<file path="src/rtl/light_pkg.sv">
// Shared constants and types for the light_row block.
// Optional feature macro used by light_row: LIGHT_ROW_WRAP_EN.
package light_pkg;

    // Default parameter values for the light row.
    localparam int unsigned LIGHT_WIDTH_DEF  = 8;
    localparam int unsigned LIGHT_PERIOD_DEF = 4;
    localparam int unsigned SCORE_W_DEF      = 8;

    // Prescale count is wide enough for the largest legal PERIOD (65535).
    localparam int unsigned CNT_W = 16;
    typedef logic [CNT_W-1:0] cnt_t;

endpackage

</file>
<file path="src/rtl/light_tick.sv">
// Prescale counter producing a one-cycle step every PERIOD non-held cycles.
module light_tick
    import light_pkg::*;
#(
    parameter int unsigned PERIOD = LIGHT_PERIOD_DEF
) (
    input  logic clk,
    input  logic reset,
    input  logic hold,
    output logic step
);

    localparam cnt_t LAST = cnt_t'(PERIOD - 1);

    cnt_t cnt;

    // Step fires on the last count of each period, never while held.
    assign step = (cnt == LAST) && !hold;

    // Count up every non-held cycle and wrap after the last count.
    always_ff @(posedge clk or posedge reset) begin
        if (reset) begin
            cnt <= '0;
        end else if (!hold) begin
            if (cnt == LAST) begin
                cnt <= '0;
            end else begin
                cnt <= cnt + cnt_t'(1);
            end
        end
    end

endmodule

</file>
<file path="src/rtl/light_row.sv">
// Scrolling row of lights: cells move one place left per step, new cells
// enter at the right end, departures from bit 0 are pulsed and counted.
// Define LIGHT_ROW_WRAP_EN to feed the departing cell back in at the right.
module light_row
    import light_pkg::*;
#(
    parameter int unsigned WIDTH   = LIGHT_WIDTH_DEF,
    parameter int unsigned PERIOD  = LIGHT_PERIOD_DEF,
    parameter int unsigned SCORE_W = SCORE_W_DEF
) (
    input  logic               clk,
    input  logic               reset,
    input  logic               lose,
    input  logic               spawn,
    output logic [WIDTH-1:0]   lights,
    output logic               exit_pulse,
    output logic [SCORE_W-1:0] score
);

    logic               step;
    logic               in_bit;
    logic               pend;
    logic               exit_q;
    logic [WIDTH-1:0]   lights_q;
    logic [SCORE_W-1:0] score_q;

    light_tick #(
        .PERIOD(PERIOD)
    ) u_tick (
        .clk  (clk),
        .reset(reset),
        .hold (lose),
        .step (step)
    );

`ifdef LIGHT_ROW_WRAP_EN
    // Cell entering at the right end: new request or the cell leaving bit 0.
    always_comb begin
        in_bit = spawn | pend | lights_q[0];
    end
`else
    // Cell entering at the right end: a fresh or remembered spawn request.
    always_comb begin
        in_bit = spawn | pend;
    end
`endif

    // Shift the row on step; remember one spawn request between steps.
    always_ff @(posedge clk or posedge reset) begin
        if (reset) begin
            lights_q <= '0;
            pend     <= 1'b0;
        end else if (step) begin
            lights_q <= {in_bit, lights_q[WIDTH-1:1]};
            pend     <= 1'b0;
        end else if (spawn && !lose) begin
            pend     <= 1'b1;
        end
    end

    // Pulse and count each cell that leaves bit 0; score saturates.
    always_ff @(posedge clk or posedge reset) begin
        if (reset) begin
            exit_q  <= 1'b0;
            score_q <= '0;
        end else begin
            exit_q <= step && lights_q[0];
            if (step && lights_q[0] && (score_q != '1)) begin
                score_q <= score_q + 1'b1;
            end
        end
    end

    assign lights     = lights_q;
    assign exit_pulse = exit_q;
    assign score      = score_q;

endmodule

</file>
<file path="config.mk">
export PLATFORM = sky130hd
export DESIGN_NAME = light_row
export DESIGN_NICKNAME = d
export VERILOG_FILES = /design/src/rtl/light_pkg.sv /design/src/rtl/light_tick.sv /design/src/rtl/light_row.sv
export SDC_FILE = /design/constraint.sdc
export NUM_CORES = 1
export LEC_CHECK = 0
export ABC_AREA = 1
export CAP_MARGIN = 20
export CORE_ASPECT_RATIO = 1.2
export CORE_MARGIN = 3
export CORE_UTILIZATION = 40
export CTS_CLUSTER_DIAMETER = 120
export DETAILED_ROUTE_END_ITERATION = 8
export PLACE_DENSITY = 0.62
export SLEW_MARGIN = 20
export SYNTH_ARGS = -nofsm -noshare
export SYNTH_HDL_FRONTEND = slang
export SYNTH_SLANG_ARGS = --single-unit
</file>
<file path="constraint.sdc">
create_clock -name clk -period 1.9 [get_ports clk]
set_input_delay 0.19 -clock clk [delete_from_list [all_inputs] [get_ports clk]]
set_output_delay 0.19 -clock clk [all_outputs]
set_load 0.03 [all_outputs]
</file>
==> flow_summary.json, run 1 <==
{
  "portBuffers": 20,
  "cp-end-kind": "output pin",
  "rsz0062_at_grt": "no",
  "wl_per_cell_um": 10.9,
  "path_cells": "clkdlybuf4s50_1",
  "final_area_um2": 2140,
  "grt-ovfl-total": 0,
  "slew_headroom": 0.714,
  "grt_pass1_wl_um": 6220,
  "powerDensity_nw_per_um2": 733,
  "slowest_delay_ns": 0.72,
  "netlist-cell-type-count": 22,
  "dp_hpwl_um": 2520,
  "row_count": 25,
  "ctsHtreeMaxLevel": 2,
  "wl_um": 3410,
  "drtPass1Iterations": 4,
  "worst_slew_pin_slew_ns": 0.429,
  "synth_area_per_cell_um2": 7.68,
  "postCtsHoldBufs": 0,
  "syn_inst": 230,
  "final_cell_mix": "nand2_1, dfrtp_1, nor2_1, inv_1, clkdlybuf4s50_1",
  "critical-path-top-delay-family": "buffers and inverters",
  "fin_tns_setup_ns": 0,
  "area_delta_synth_final_pct": 21.1,
  "layout.nets": 265,
  "core_um2": 4100,
  "p_sw_mw": 0.420,
  "start_util": 0.431,
  "cts_buffers": 5,
  "p_leak_nw": 1.10,
  "fin_skew_ns": 0.00233,
  "startpoint_type": "flip-flop",
  "worst_path_max_delay_cell": "clkdlybuf4s50_1",
  "yosysWarningCount": 0,
  "dieHeight_um": 78.8,
  "vias": 1445,
  "insertion_delay_ns": 0.28,
  "place_ws_ns": 0.281,
  "switching_share": 0.268,
  "ir_drop_v": 0.000566,
  "drv_slew": 0,
  "dieArea_um2": 5250,
  "cts_tree": "built",
  "drt_iter0_markers": 40,
  "gp_congestion": 0.792,
  "critPathBufInv": 1,
  "io_pins": 21,
  "die_x_um": 66.6,
  "critical_path_cell_count": 1,
  "crit_type": "flip-flop to output pin",
  "arrival_ns": 1.47,
  "finalHoldViolCount": 0,
  "drc_errors": 0,
  "fin_crit_ns": 1.66,
  "layout_commonest_cell": "nand2_1",
  "instances_no_fill": 314,
  "diodes": 0,
  "path_clk_slew_ns": 0.07,
  "antenna_left": 0,
  "seq_power_share": 0.545,
  "final_layout_size_suffix_gt1_frac": 0.0692,
  "dpl_cell_area_um2": 2050,
  "reg2regPathDepth": 8,
  "maxCapViolCount": 0,
  "synth_area_um2": 1770,
  "hold_path.class": "primary input to asynchronous set/reset pin",
  "cts_root_buf": "clkbuf_8",
  "status": "finished clean",
  "cp_max_fo": 8,
  "cts_resized": 0,
  "finalCritPeriodShare": 0.874,
  "yosysSeqAreaShare": 0.482,
  "timing.final.ws_setup_ns": 0.240,
  "p_int_mw": 1.15,
  "pwr-share-comb": 0.115,
  "synth_seq_cells": 34,
  "setup_viol": 0,
  "antenna_found_initial": 0,
  "critPathRequiredTime_ns": 1.71,
  "post-route-util": 0.522,
  "dp_cells": 306,
  "cts_sinks": 34,
  "post_drt_via_cell_ratio": 4.60,
  "max_freq_ghz": 0.602,
  "cts.path.max_buffers": 2,
  "grt_pass1_vias": 1397,
  "grt_max_degree": 35,
  "gr-usage-all-layers": 0.153,
  "postCtsSetupBuffers": 0,
  "pwr-share-clk": 0.341,
  "syn_nets": 236
}
==> path summary, 6_finish.rpt <==
| check | start | end | slack (ns) |
|---|---|---|---|
| worst max-delay path | lights[0] | lights[0] | 0.24 |
| worst min-delay path | reset | score[0] | 0.31 |
| worst max register to register | u_tick.cnt[0] | score[2] | 0.37 |
| worst min register to register | lights[4] | lights[3] | 0.50 |
| max in group asynchronous | reset | lights[1] | 1.29 |
| min in group clk | lights[4] | lights[3] | 0.50 |
==> kinds of logic (layout without fill, tap and decap cells) <==
family                     after synthesis  in the layout  synth area share
AOI/OAI and AO/OA                       12             12            0.0361
xor gates and xnor gates                11             11            0.0546
adders and majority gates                2              2            0.0142
buffers and inverters                   34             64            0.0772
DFF                                     34             34             0.482
and+or+nand+nor                        137            137             0.336
==> state kept, by name (all words and copies together) (netlist names) <==
name        count
pend            1
u_tick.cnt     16
lights          8
exit_pulse      1
score           8
==> metal layers <==
metal  wire length (um)  part of all wire  global-route usage  vias to the layer above
met5                  0                 0                   0                        -
met3                127             0.037              0.0424                        2
met4                 23            0.0068              0.0427                        0
met2               1660              0.49               0.247                       20
li1                   -                 -                   -                      769
met1               1600              0.47               0.199                      654
==> cells in the mapped netlist <==
master,instances,share of area
a21o_1,1,0.0043
a21oi_1,1,0.0028
and2_1,1,0.0035
buf_2,1,0.0028
buf_6,1,0.0064
dfrtp_1,34,0.48
ha_1,2,0.014
inv_1,31,0.066
inv_2,1,0.0021
nand2_1,73,0.16
nand3_1,14,0.040
nand3_2,2,0.011
nand3b_1,2,0.0085
nand4_1,9,0.032
nor2_1,31,0.066
nor2_2,3,0.011
nor2_4,1,0.0064
nor3_1,1,0.0028
o21ai_0,9,0.026
o22ai_1,1,0.0035
xnor2_1,4,0.020
xor2_1,7,0.035
==> power by group through the flow <==
stage               registers [mW]  clock network [mW]  logic, mW
floorplan                    0.854                   0      0.135
global placement             0.865                   0      0.180
detailed placement           0.865                   0      0.181
CTS                          0.851               0.560      0.184
global route                 0.867               0.596      0.216
finish                       0.853               0.534      0.180
==> area by class of cell <==
cell class / instances / area (um2)
inverters: 32 / 120
repair buffers: 24 / 230
clock buffers: 7 / 86.3
fillers: 395 / 1960
flip-flops and latches: 34 / 851
clock inverters: 1 / 5.00
multi-input cells: 162 / 778
well taps: 54 / 67.6
==> metrics by stage <==
step                      hold WS [ns]  power, mW
after floorplan                  0.303      0.988
after global placement           0.481       1.04
after detailed placement         0.479       1.05
after CTS                        0.319       1.59
after global routing             0.361       1.68
final                            0.305       1.57
Power figures use the tool's default switching activity.
==> run 2: changes to the inputs <==
- CAP_MARGIN: 20 -> 0
- CORE_UTILIZATION: 40 -> 55
- PLACE_DENSITY: 0.62 -> 0.81
==> run 2 against run 1 <==
Compared with the run above: clock skew up 0.0045 ns; combinational power about the same; first-iteration DRC count up 93%; die area down 25%; sequential share of layout area up 1.1 points; cell count down 6.4%; routed wire length up 3.3%; via count up 6.6%; non-clock buffer count unchanged; total power down 7.9%; fmax down 4.9%.
==> flow_summary.json, run 2 (synthesized netlist as in run 1, its figures left out) <==
{
  "post_drt_via_cell_ratio": 5.24,
  "dieHeight_um": 68.1,
  "worst_slew_pin_slew_ns": 0.421,
  "cts_sinks": 34,
  "instances_no_fill": 294,
  "timing.final.ws_setup_ns": 0.154,
  "finalHoldViolCount": 0,
  "critPathBufInv": 1,
  "postCtsSetupBuffers": 0,
  "path_cells": "clkdlybuf4s50_1",
  "cts_root_buf": "clkbuf_4",
  "slowest_delay_ns": 0.72,
  "fin_crit_ns": 1.75,
  "insertion_delay_ns": 0.33,
  "arrival_ns": 1.56,
  "portBuffers": 20,
  "row_count": 21,
  "crit_type": "flip-flop to output pin",
  "dp_hpwl_um": 2540,
  "hold_path.class": "primary input to asynchronous set/reset pin",
  "antenna_left": 0,
  "grt-ovfl-total": 0,
  "vias": 1540,
  "area_delta_synth_final_pct": 17.9,
  "cts_buffers": 5,
  "place_ws_ns": 0.228,
  "grt_pass1_wl_um": 6200,
  "worst_path_max_delay_cell": "clkdlybuf4s50_1",
  "grt_pass1_vias": 1466,
  "regMostFlops": "u_tick.cnt",
  "critical-path-top-delay-family": "buffers and inverters",
  "start_util": 0.605,
  "core_um2": 2920,
  "cp-end-kind": "output pin",
  "layout_commonest_cell": "nand2_1",
  "cp_max_fo": 8,
  "ctsHtreeMaxLevel": 2,
  "cts_tree": "built",
  "drv_slew": 0,
  "finalCritPeriodShare": 0.919,
  "fin_skew_ns": 0.00681,
  "setup_viol": 0,
  "critPathRequiredTime_ns": 1.71,
  "layout.nets": 265,
  "p_leak_nw": 1.09,
  "cts.path.max_buffers": 2,
  "post-route-util": 0.714,
  "maxCapViolCount": 0,
  "grt_max_degree": 35,
  "postCtsHoldBufs": 0,
  "startpoint_type": "flip-flop",
  "final_layout_size_suffix_gt1_frac": 0.0692,
  "drt_iter0_markers": 77,
  "ir_drop_v": 0.000514,
  "slew_headroom": 0.719,
  "max_freq_ghz": 0.573,
  "fin_tns_setup_ns": 0,
  "wl_per_cell_um": 12.0,
  "antenna_found_initial": 0,
  "gr-usage-all-layers": 0.207,
  "io_pins": 21,
  "path_clk_slew_ns": 0.10,
  "status": "finished clean",
  "rsz0062_at_grt": "no",
  "die_x_um": 57.7,
  "largest_reg_flops": 16,
  "drc_errors": 0,
  "cts_resized": 0,
  "wl_um": 3520,
  "powerDensity_nw_per_um2": 693,
  "final_cell_mix": "nand2_1, dfrtp_1, nor2_1, inv_1, clkdlybuf4s50_1",
  "diodes": 0,
  "dieArea_um2": 3930,
  "gp_congestion": 0.832,
  "drtPass1Iterations": 4,
  "dp_cells": 286
}
## run 2: worst register-to-register path, stage by stage, from the launching register on
cell     delay, ns
dfrtp_1       0.43
ha_1          0.20
nand2_1       0.09
nor2_1        0.16
nand4_1       0.26
nand3_2       0.26
nand2_1       0.08
nand2_1       0.07
## run 2: path summary, 6_finish.rpt
kind | startpoint | end | slack [ns] | cells after the start
worst max-delay path | lights[0] | lights[0] | 0.15 | 1
worst min-delay path | reset | score[0] | 0.24 | 3
worst max register to register | score[0] | score[2] | 0.30 | 7
worst min register to register | lights[5] | lights[4] | 0.50 | 2
max in group asynchronous | reset | u_tick.cnt[9] | 1.36 | 3
min in group clk | lights[5] | lights[4] | 0.50 | 2
## run 2: area by class of cell
class / count / area, um2
Inverter: 32 / 120
Timing Repair Buffer: 24 / 230
Tap cell: 34 / 42.5
Fill cell: 243 / 835
Sequential cell: 34 / 851
Clock buffer: 7 / 55.1
Multi-Input combinational cell: 162 / 778
Clock inverter: 1 / 5.00
## run 2: layer usage
layer	vias up	wire, um	share of wire	GRT usage
met4	0	49	0.014	0.0870
met3	6	144	0.041	0.0604
met5	-	0	0	0
li1	778	-	-	-
met1	726	1540	0.44	0.252
met2	30	1790	0.51	0.343
## run 2: power breakdown
group          switching (mW)  internal (mW)  leakage (nW)
Clock                   0.236          0.179        0.0353
Combinational           0.103         0.0778         0.613
Sequential             0.0717          0.776         0.439
## run 2: per-stage QoR
step | power [mW] | instance area, um2 | hold slack (ns)
after floorplan | 0.988 | 1770 | 0.303
after global placement | 1.04 | 2020 | 0.475
after detailed placement | 1.04 | 2020 | 0.479
after CTS | 1.46 | 2080 | 0.248
after global routing | 1.53 | 2080 | 0.294
final | 1.44 | 2080 | 0.240
==> run 3: changes to the inputs <==
- SKIP_LAST_GASP: not set -> 1
==> results of run 3 <==
The final DEF is identical to that of run 2; final timing and power are the same.
